File: config.mk
export PLATFORM = sky130hd
export DESIGN_NAME = sensor_debouncer
export DESIGN_NICKNAME = d
export VERILOG_FILES = /design/src/rtl/sensor_pkg.sv /design/src/rtl/debounce_channel.sv /design/src/rtl/sensor_debouncer.sv
export SDC_FILE = /design/constraint.sdc
export NUM_CORES = 1
export LEC_CHECK = 0
export CAP_MARGIN = 15
export CORE_ASPECT_RATIO = 1.5
export CORE_UTILIZATION = 50
export DETAILED_ROUTE_END_ITERATION = 10
export PLACE_DENSITY = 0.68
export SYNTH_ARGS = -nofsm -noshare
export SYNTH_HDL_FRONTEND = slang
export SYNTH_SLANG_ARGS = --single-unit
export TNS_END_PERCENT = 1
File: constraint.sdc
create_clock -name clk -period 2.2 [get_ports clk]
set_clock_uncertainty 0.2 [all_clocks]
set_input_delay 0.22 -clock clk [delete_from_list [all_inputs] [get_ports clk]]
set_output_delay 0.22 -clock clk [all_outputs]
set_load 0.05 [all_outputs]
File: src/rtl/sensor_pkg.sv
// Shared constants for the sensor input conditioning front end: channel count,
// channel indices and default debounce/synchronizer depths.
package sensor_pkg;

    localparam int unsigned NUM_SENSOR_CH = 6;

    localparam int unsigned CH_SENE   = 0;
    localparam int unsigned CH_SENF   = 1;
    localparam int unsigned CH_SEND   = 2;
    localparam int unsigned CH_SENA   = 3;
    localparam int unsigned CH_POWER  = 4;
    localparam int unsigned CH_BATERY = 5;

    localparam int unsigned DEF_DEBOUNCE_CYCLES = 16;
    localparam int unsigned DEF_SYNC_STAGES     = 2;

    typedef logic [NUM_SENSOR_CH-1:0] sensor_vec_t;

endpackage

File: src/rtl/debounce_channel.sv
// One debounced input: synchronizer chain, run counter, committed stable level
// and a one-cycle change strobe aligned with the first cycle of the new level.
module debounce_channel
    import sensor_pkg::*;
#(
    parameter int unsigned DEBOUNCE_CYCLES = DEF_DEBOUNCE_CYCLES,
    parameter int unsigned SYNC_STAGES     = DEF_SYNC_STAGES
) (
    input  logic clk,
    input  logic reset,
    input  logic raw,
    output logic stable,
    output logic change
);

    localparam int unsigned CW = $clog2(DEBOUNCE_CYCLES) + 1;
    localparam logic [CW-1:0] CNT_LAST = CW'(DEBOUNCE_CYCLES - 1);

    logic [SYNC_STAGES-1:0] sync_q;
    logic                   synced;
    logic [CW-1:0]          cnt_q, cnt_d;
    logic                   stable_q, stable_d;
    logic                   change_q, change_d;

    assign synced = sync_q[SYNC_STAGES-1];

    always_ff @(posedge clk or posedge reset) begin
        if (reset) begin
            sync_q   <= '0;
            cnt_q    <= '0;
            stable_q <= 1'b0;
            change_q <= 1'b0;
        end else begin
            sync_q   <= {sync_q[SYNC_STAGES-2:0], raw};
            cnt_q    <= cnt_d;
            stable_q <= stable_d;
            change_q <= change_d;
        end
    end

    // Any cycle where synced agrees with stable restarts the run, so short
    // glitches never accumulate toward a commit.
    always_comb begin
        cnt_d    = cnt_q;
        stable_d = stable_q;
        change_d = 1'b0;
        if (synced == stable_q) begin
            cnt_d = '0;
        end else if (cnt_q == CNT_LAST) begin
            stable_d = synced;
            cnt_d    = '0;
            change_d = 1'b1;
        end else begin
            cnt_d = cnt_q + CW'(1);
        end
    end

    assign stable = stable_q;
    assign change = change_q;

endmodule

File: src/rtl/sensor_debouncer.sv
// Debounces the four obstacle sensors, power switch and battery line, and
// raises sensors_ready once the post-reset settling time has elapsed.
module sensor_debouncer
    import sensor_pkg::*;
#(
    parameter int unsigned DEBOUNCE_CYCLES = DEF_DEBOUNCE_CYCLES,
    parameter int unsigned SYNC_STAGES     = DEF_SYNC_STAGES
) (
    input  logic       clk,
    input  logic       reset,
    input  logic       raw_SenE,
    input  logic       raw_SenF,
    input  logic       raw_SenD,
    input  logic       raw_SenA,
    input  logic       raw_power_switch,
    input  logic       raw_batery_status,
    output logic       SenE,
    output logic       SenF,
    output logic       SenD,
    output logic       SenA,
    output logic       power_switch,
    output logic       batery_status,
    output logic [5:0] event_mask,
    output logic       sensor_event,
    output logic       sensors_ready
);

    localparam int unsigned READY_AT = SYNC_STAGES + DEBOUNCE_CYCLES;
    localparam int unsigned SW       = $clog2(READY_AT + 1);

    sensor_vec_t raw_vec;
    sensor_vec_t clean_vec;
    sensor_vec_t change_vec;

    always_comb begin
        raw_vec            = '0;
        raw_vec[CH_SENE]   = raw_SenE;
        raw_vec[CH_SENF]   = raw_SenF;
        raw_vec[CH_SEND]   = raw_SenD;
        raw_vec[CH_SENA]   = raw_SenA;
        raw_vec[CH_POWER]  = raw_power_switch;
        raw_vec[CH_BATERY] = raw_batery_status;
    end

    for (genvar c = 0; c < NUM_SENSOR_CH; c++) begin : g_ch
        debounce_channel #(
            .DEBOUNCE_CYCLES(DEBOUNCE_CYCLES),
            .SYNC_STAGES    (SYNC_STAGES)
        ) u_ch (
            .clk   (clk),
            .reset (reset),
            .raw   (raw_vec[c]),
            .stable(clean_vec[c]),
            .change(change_vec[c])
        );
    end

    assign SenE          = clean_vec[CH_SENE];
    assign SenF          = clean_vec[CH_SENF];
    assign SenD          = clean_vec[CH_SEND];
    assign SenA          = clean_vec[CH_SENA];
    assign power_switch  = clean_vec[CH_POWER];
    assign batery_status = clean_vec[CH_BATERY];
    assign event_mask    = change_vec;
    assign sensor_event  = |change_vec;

    // Startup counter saturates at READY_AT; ready is sticky until reset.
    logic [SW-1:0] start_q, start_d;
    logic          ready_q, ready_d;

    always_ff @(posedge clk or posedge reset) begin
        if (reset) begin
            start_q <= '0;
            ready_q <= 1'b0;
        end else begin
            start_q <= start_d;
            ready_q <= ready_d;
        end
    end

    always_comb begin
        start_d = start_q;
        ready_d = ready_q;
        if (start_q != SW'(READY_AT)) begin
            start_d = start_q + SW'(1);
        end
        if (start_d == SW'(READY_AT)) begin
            ready_d = 1'b1;
        end
    end

    assign sensors_ready = ready_q;

endmodule

======== Word-level counts from Yosys, hierarchy flattened ========
Index checks and enable logic that the tools add are counted.
word-level totals
  output and inout bits ................... 14
  logic and storage cells ................. 85
  input port bits ......................... 8
  register bits ........................... 60
cells by class
  reduce and logical (&&, ||, !) cells .... 7
  multiplexer cells ....................... 25
  add/subtract/negate cells ............... 7
  equality and inequality tests ........... 14
  bitwise logic cells ..................... 6
operators by type and width
  operator                                              count
  2-to-1 mux 5 bit                                      13
  adder 5 x 1 -> 5 bit (second input constant)          7
  equality test 5 x 4 -> 1 bit (second input constant)  6
  2-to-1 mux 1 bit                                      12
  AND reduction 2 bit                                   6
  equality test 1 bit                                   6
  inverter 1 bit                                        6
  OR reduction 6 bit                                    1
  equality test 5 bit (second input constant)           1
  != test 5 bit (second input constant)                 1

======== Longest topological paths before layout ========
Gate-level depths: netlist (run 1).
  depth after elaboration ................. 3
  mapped depth ............................ 5
  gate-level depth less buffers ........... 5

======== By module ========
From an unflattened synthesis (run 1), not the netlist that was laid out.
second synthesis, totals
  cells, all modules ...................... 199
  area, all modules ....................... 2466.1 µm²
by module, submodules not included
  module            area each (µm²)  cells an instance  times used
  debounce_channel  351.6            27                 6
  sensor_debouncer  356.6            37                 1

======== Least setup slack after synthesis (run 1) ========
No wires, ideal clock.
  path kind ............................... register -> register
  start point ............................. register start_q[0]
  end point ............................... register ready_q, in the netlist sensors_ready
  required time ........................... 1.872 ns
  slack ................................... 0.565 ns
  data arrival time ....................... 1.306 ns
  stages on the path, launching flop included .. 6
  library setup time ...................... 0.128 ns
  path buffers ............................ 0
  cells stage by stage .................... dfrtp_1 inv_1 ha_1 or3b_1 a41oi_1 o31ai_2
on the way
  word-level cells in the longest chain between the ends .. 3
  elaborated cells between the ends (all ways) .. 4
ends and longest elaborated chain
  element                                                line                                            source
  start, declared                                        sensor_debouncer.sv:68                          logic [SW-1:0] start_q, start_d;
  start signal, assigned                                 sensor_debouncer.sv:76                          start_q <= start_d;
  adder 5 x 1 -> 5 bit or != test 5 bit (tied branches)  sensor_debouncer.sv:85, sensor_debouncer.sv:84
  2-to-1 mux 5 bit *                                     sensor_debouncer.sv:84                          if (start_q != SW'(READY_AT)) begin
  equality test 5 bit *                                  sensor_debouncer.sv:87                          if (start_d == SW'(READY_AT)) begin
  end signal, assigned                                   sensor_debouncer.sv:77                          ready_q <= ready_d;
  end, declared                                          sensor_debouncer.sv:69                          logic ready_q, ready_d;
Mark *: on every way between the ends. The rest lies on a longest branch, timed or not.
A chain may end at the register's enable or synchronous reset.

======== Worst setup path in the final report (run 1) ========
  start point ............................. register g_ch[3].u_ch.stable_q
  end point ............................... output port SenA
RTL lines
  element                 line                    source
  start, declared         debounce_channel.sv:22  logic stable_q, stable_d;
  start signal, assigned  debounce_channel.sv:36  stable_q <= stable_d;
  end, declared           sensor_debouncer.sv:20  output logic SenA,
No word-level cell between the ends.

==> results of run 1 <==
==> metal layers <==
layer	wire (µm)	global-route usage	vias up	part of all wire
met1	1470	0.182	711	0.41
met4	79	0.110	0	0.022
met2	1840	0.279	27	0.52
met3	153	0.0579	7	0.043
li1	-	-	694	-
met5	0	0	-	0
==> cells by family (layout without fill, tap and decap cells) <==
| group | count (synthesis) | in the layout | synth area share |
|---|---|---|---|
| adder cells (fa/ha/maj) | 8 | 8 | 0.0417 |
| AO/OA/AOI/OAI | 8 | 8 | 0.0214 |
| multiplexers | 8 | 8 | 0.0365 |
| buffers and inverters | 14 | 47 | 0.0313 |
| AND/OR/NAND/NOR | 69 | 69 | 0.145 |
| XOR/XNOR | 27 | 27 | 0.0985 |
| flip-flops | 60 | 60 | 0.625 |
==> final cells by class <==
type	count	share of cell area
clock buffer	12	0.0539
clock inverter	4	0.0165
inverter	8	0.0104
multi-input combinational	120	0.286
sequential	60	0.522
tap	64	0.0278
timing repair buffer	23	0.0834
==> worst paths after layout <==
path | endpoint | slack, ns | cells past startpoint
worst max-delay path | SenA | 0.20 | 1
worst min-delay path | g_ch[4].u_ch.change | 0.01 | 2
worst max register to register | sensors_ready | 0.42 | 5
worst min register to register | g_ch[3].u_ch.sync_q[1] | 0.15 | 0
max in group asynchronous | g_ch[4].u_ch.stable | 1.20 | 3
min in group clk | g_ch[1].u_ch.sync_q[0] | 0.13 | 1
==> power by group through the flow <==
stage	logic [mW]	registers (mW)	clock network, mW
after global placement	0.0988	1.19	0
after floorplan	0.0688	1.18	0
after detailed placement	0.103	1.19	0
final	0.101	1.17	0.980
after CTS	0.104	1.17	1.01
after global routing	0.117	1.17	1.06
==> metrics by stage <==
stage          hold WS [ns]  setup slack, ns
6_report             0.0106            0.197
5_1_grt              0.0376            0.126
4_1_cts             0.00548           0.0125
3_5_place_dp          0.135            0.381
3_3_place_gp          0.133            0.390
2_1_floorplan        0.0514            0.295
==> sequential cells by signal, indices dropped and copies added, names as in the netlist <==
signal / cells
g_ch.u_ch.change: 6
g_ch.u_ch.cnt_q: 30
g_ch.u_ch.stable: 6
g_ch.u_ch.sync_q: 12
sensors_ready: 1
start_q: 5
==> synthesized netlist by cell type (2+ instances only) <==
cell type	number	area (µm²)
and2_1	2	12.5
and3_1	6	37.5
buf_4	6	45.0
dfrtp_1	60	1500
ha_1	8	100
inv_1	8	30.0
mux2_2	6	67.6
mux2i_1	2	20.0
nand2_1	3	11.3
nand3_1	14	70.1
nand3b_1	2	15.0
nor2_1	29	109
nor3_1	6	30.0
o21ai_0	6	30.0
xnor2_1	15	131
xor2_1	12	105
==> cells in the final DEF, fill, tap and decap left out, drive strengths merged, types with 8 or more instances in the layout <==
master          n
clkdlybuf4s50  20
inv             8
nand3          14
dfrtp          60
ha              8
xnor2          15
nor2           29
clkbuf         12
xor2           12
==> flow_summary.yaml, run 1 <==
outcome:
  status: "finished, final reports clean"
sta:
  fmax_mhz: 499
  worst_pin_slew_ns: 0.519
  rsz0062_at_grt: "false"
  maxSlewHeadroom: 0.653
  fin_tns_setup_ns: 0
  setup_viol: 0
  finalHoldViolCount: 0
  period_share: 0.911
  maxSlewViolCount: 0
  fin_crit_ns: 2.00
layout:
  nFillCells: 400
  regArea_um2: 1500
  fin_area_um2: 2880
  antennaDiodeCount: 0
  final_cells: 291
  final_nets: 238
  synthToLayoutAreaGrowth_pct: 19.9
  fin_util: 0.629
  drive_gt1_frac: 0.119
  multiInputGateArea_um2: 825
synthesis:
  synth-warning-count: 0
  synth.yosys.seq_area_share: 0.625
  syn_inst: 194
  syn_area_per_cell_um2: 12.4
  syn_area_um2: 2400
  yosys_register_bits: 60
  synth_edf_count: 0
  synthArstFlopShare: 1.00
  ys_types: 25
  synth_ff_type: "dfrtp_1"
  syn_nets: 210
place:
  gp_congestion: 0.754
  io_buffers: 21
  dp_cells: 275
  place_area_um2: 2670
  hpwl_mm: 2.56
clocking:
  htree_levels: 3
  clock_latency_ns: 0.33
  cts_tree: "yes"
  clockBufferDepth: 2
  cts_sinks: 60
  cts_resized: 0
  cts_made_buffers: 9
  clock_tree.root_cell: "clkbuf_8"
  cts_hold_buf: 0
  post_cts_buffers: 0
  clk_pin_slew_ns: 0.06
global_route:
  grt_antenna_before_repair: 0
  grt.total_usage: 0.169
  grt_overflow_total: 0
  grt_max_degree: 25
  grt_pass1_wl_mm: 6.13
  grt_pass1_vias: 1489
power:
  design_power_total_mw: 2.25
  clkPwrFrac: 0.436
  power-per-cell-area_nw_per_um2: 782
  p_comb_frac: 0.045
  p_int_mw: 1.77
  p_sw_mw: 0.481
  p_sw_frac: 0.214
  seqPwrFrac: 0.520
  total_leakage_power_nw: 1.41
  vdd_ir_drop_max_mv: 0.397
route:
  dr_total_vias: 1439
  dr.pass1.iters: 4
  wl_mm: 3.55
  via_per_inst: 4.95
  drt_iter0_drc: 53
  drc: 0
  wl_per_cell_um: 12.2
  ant_nets: 0
worst_setup_path:
  cp.required_ns: 1.78
  cp.arrival_ns: 1.58
  setup.worst_path.end_class: "output port"
  r2r-start: "start_q[0]"
  cp_top_family: "buffers and inverters"
  start_kind: "register"
  critPathBufInv: 1
  crit_path_max_fanout: 4
  startpoint: "g_ch[3].u_ch.stable"
  critPathKind: "register to output port"
  cp_slowest_cell: "clkdlybuf4s50_1"
  path_cells: "clkdlybuf4s50_1"
  cpPeakStageDelay_ns: 0.85
die:
  core_area_um2: 4580
  io_pins: 22
  die-area_um2: 5090
  start_util: 0.524
  die_h_um: 86.9
  die_width_um: 58.6
  row_count: 30
min_path:
  hold_path.class: "primary input to asynchronous set/reset pin"
job:
  max_cap_violations: 0
Power figures use the tool's default switching activity.
==> run 2, diff against run 1 <==
Settings changed: ABC_CLOCK_PERIOD_IN_PS set to 2200.
==> results of run 2 <==
Same layout as run 1: the final DEF is identical, and so are final timing and power.
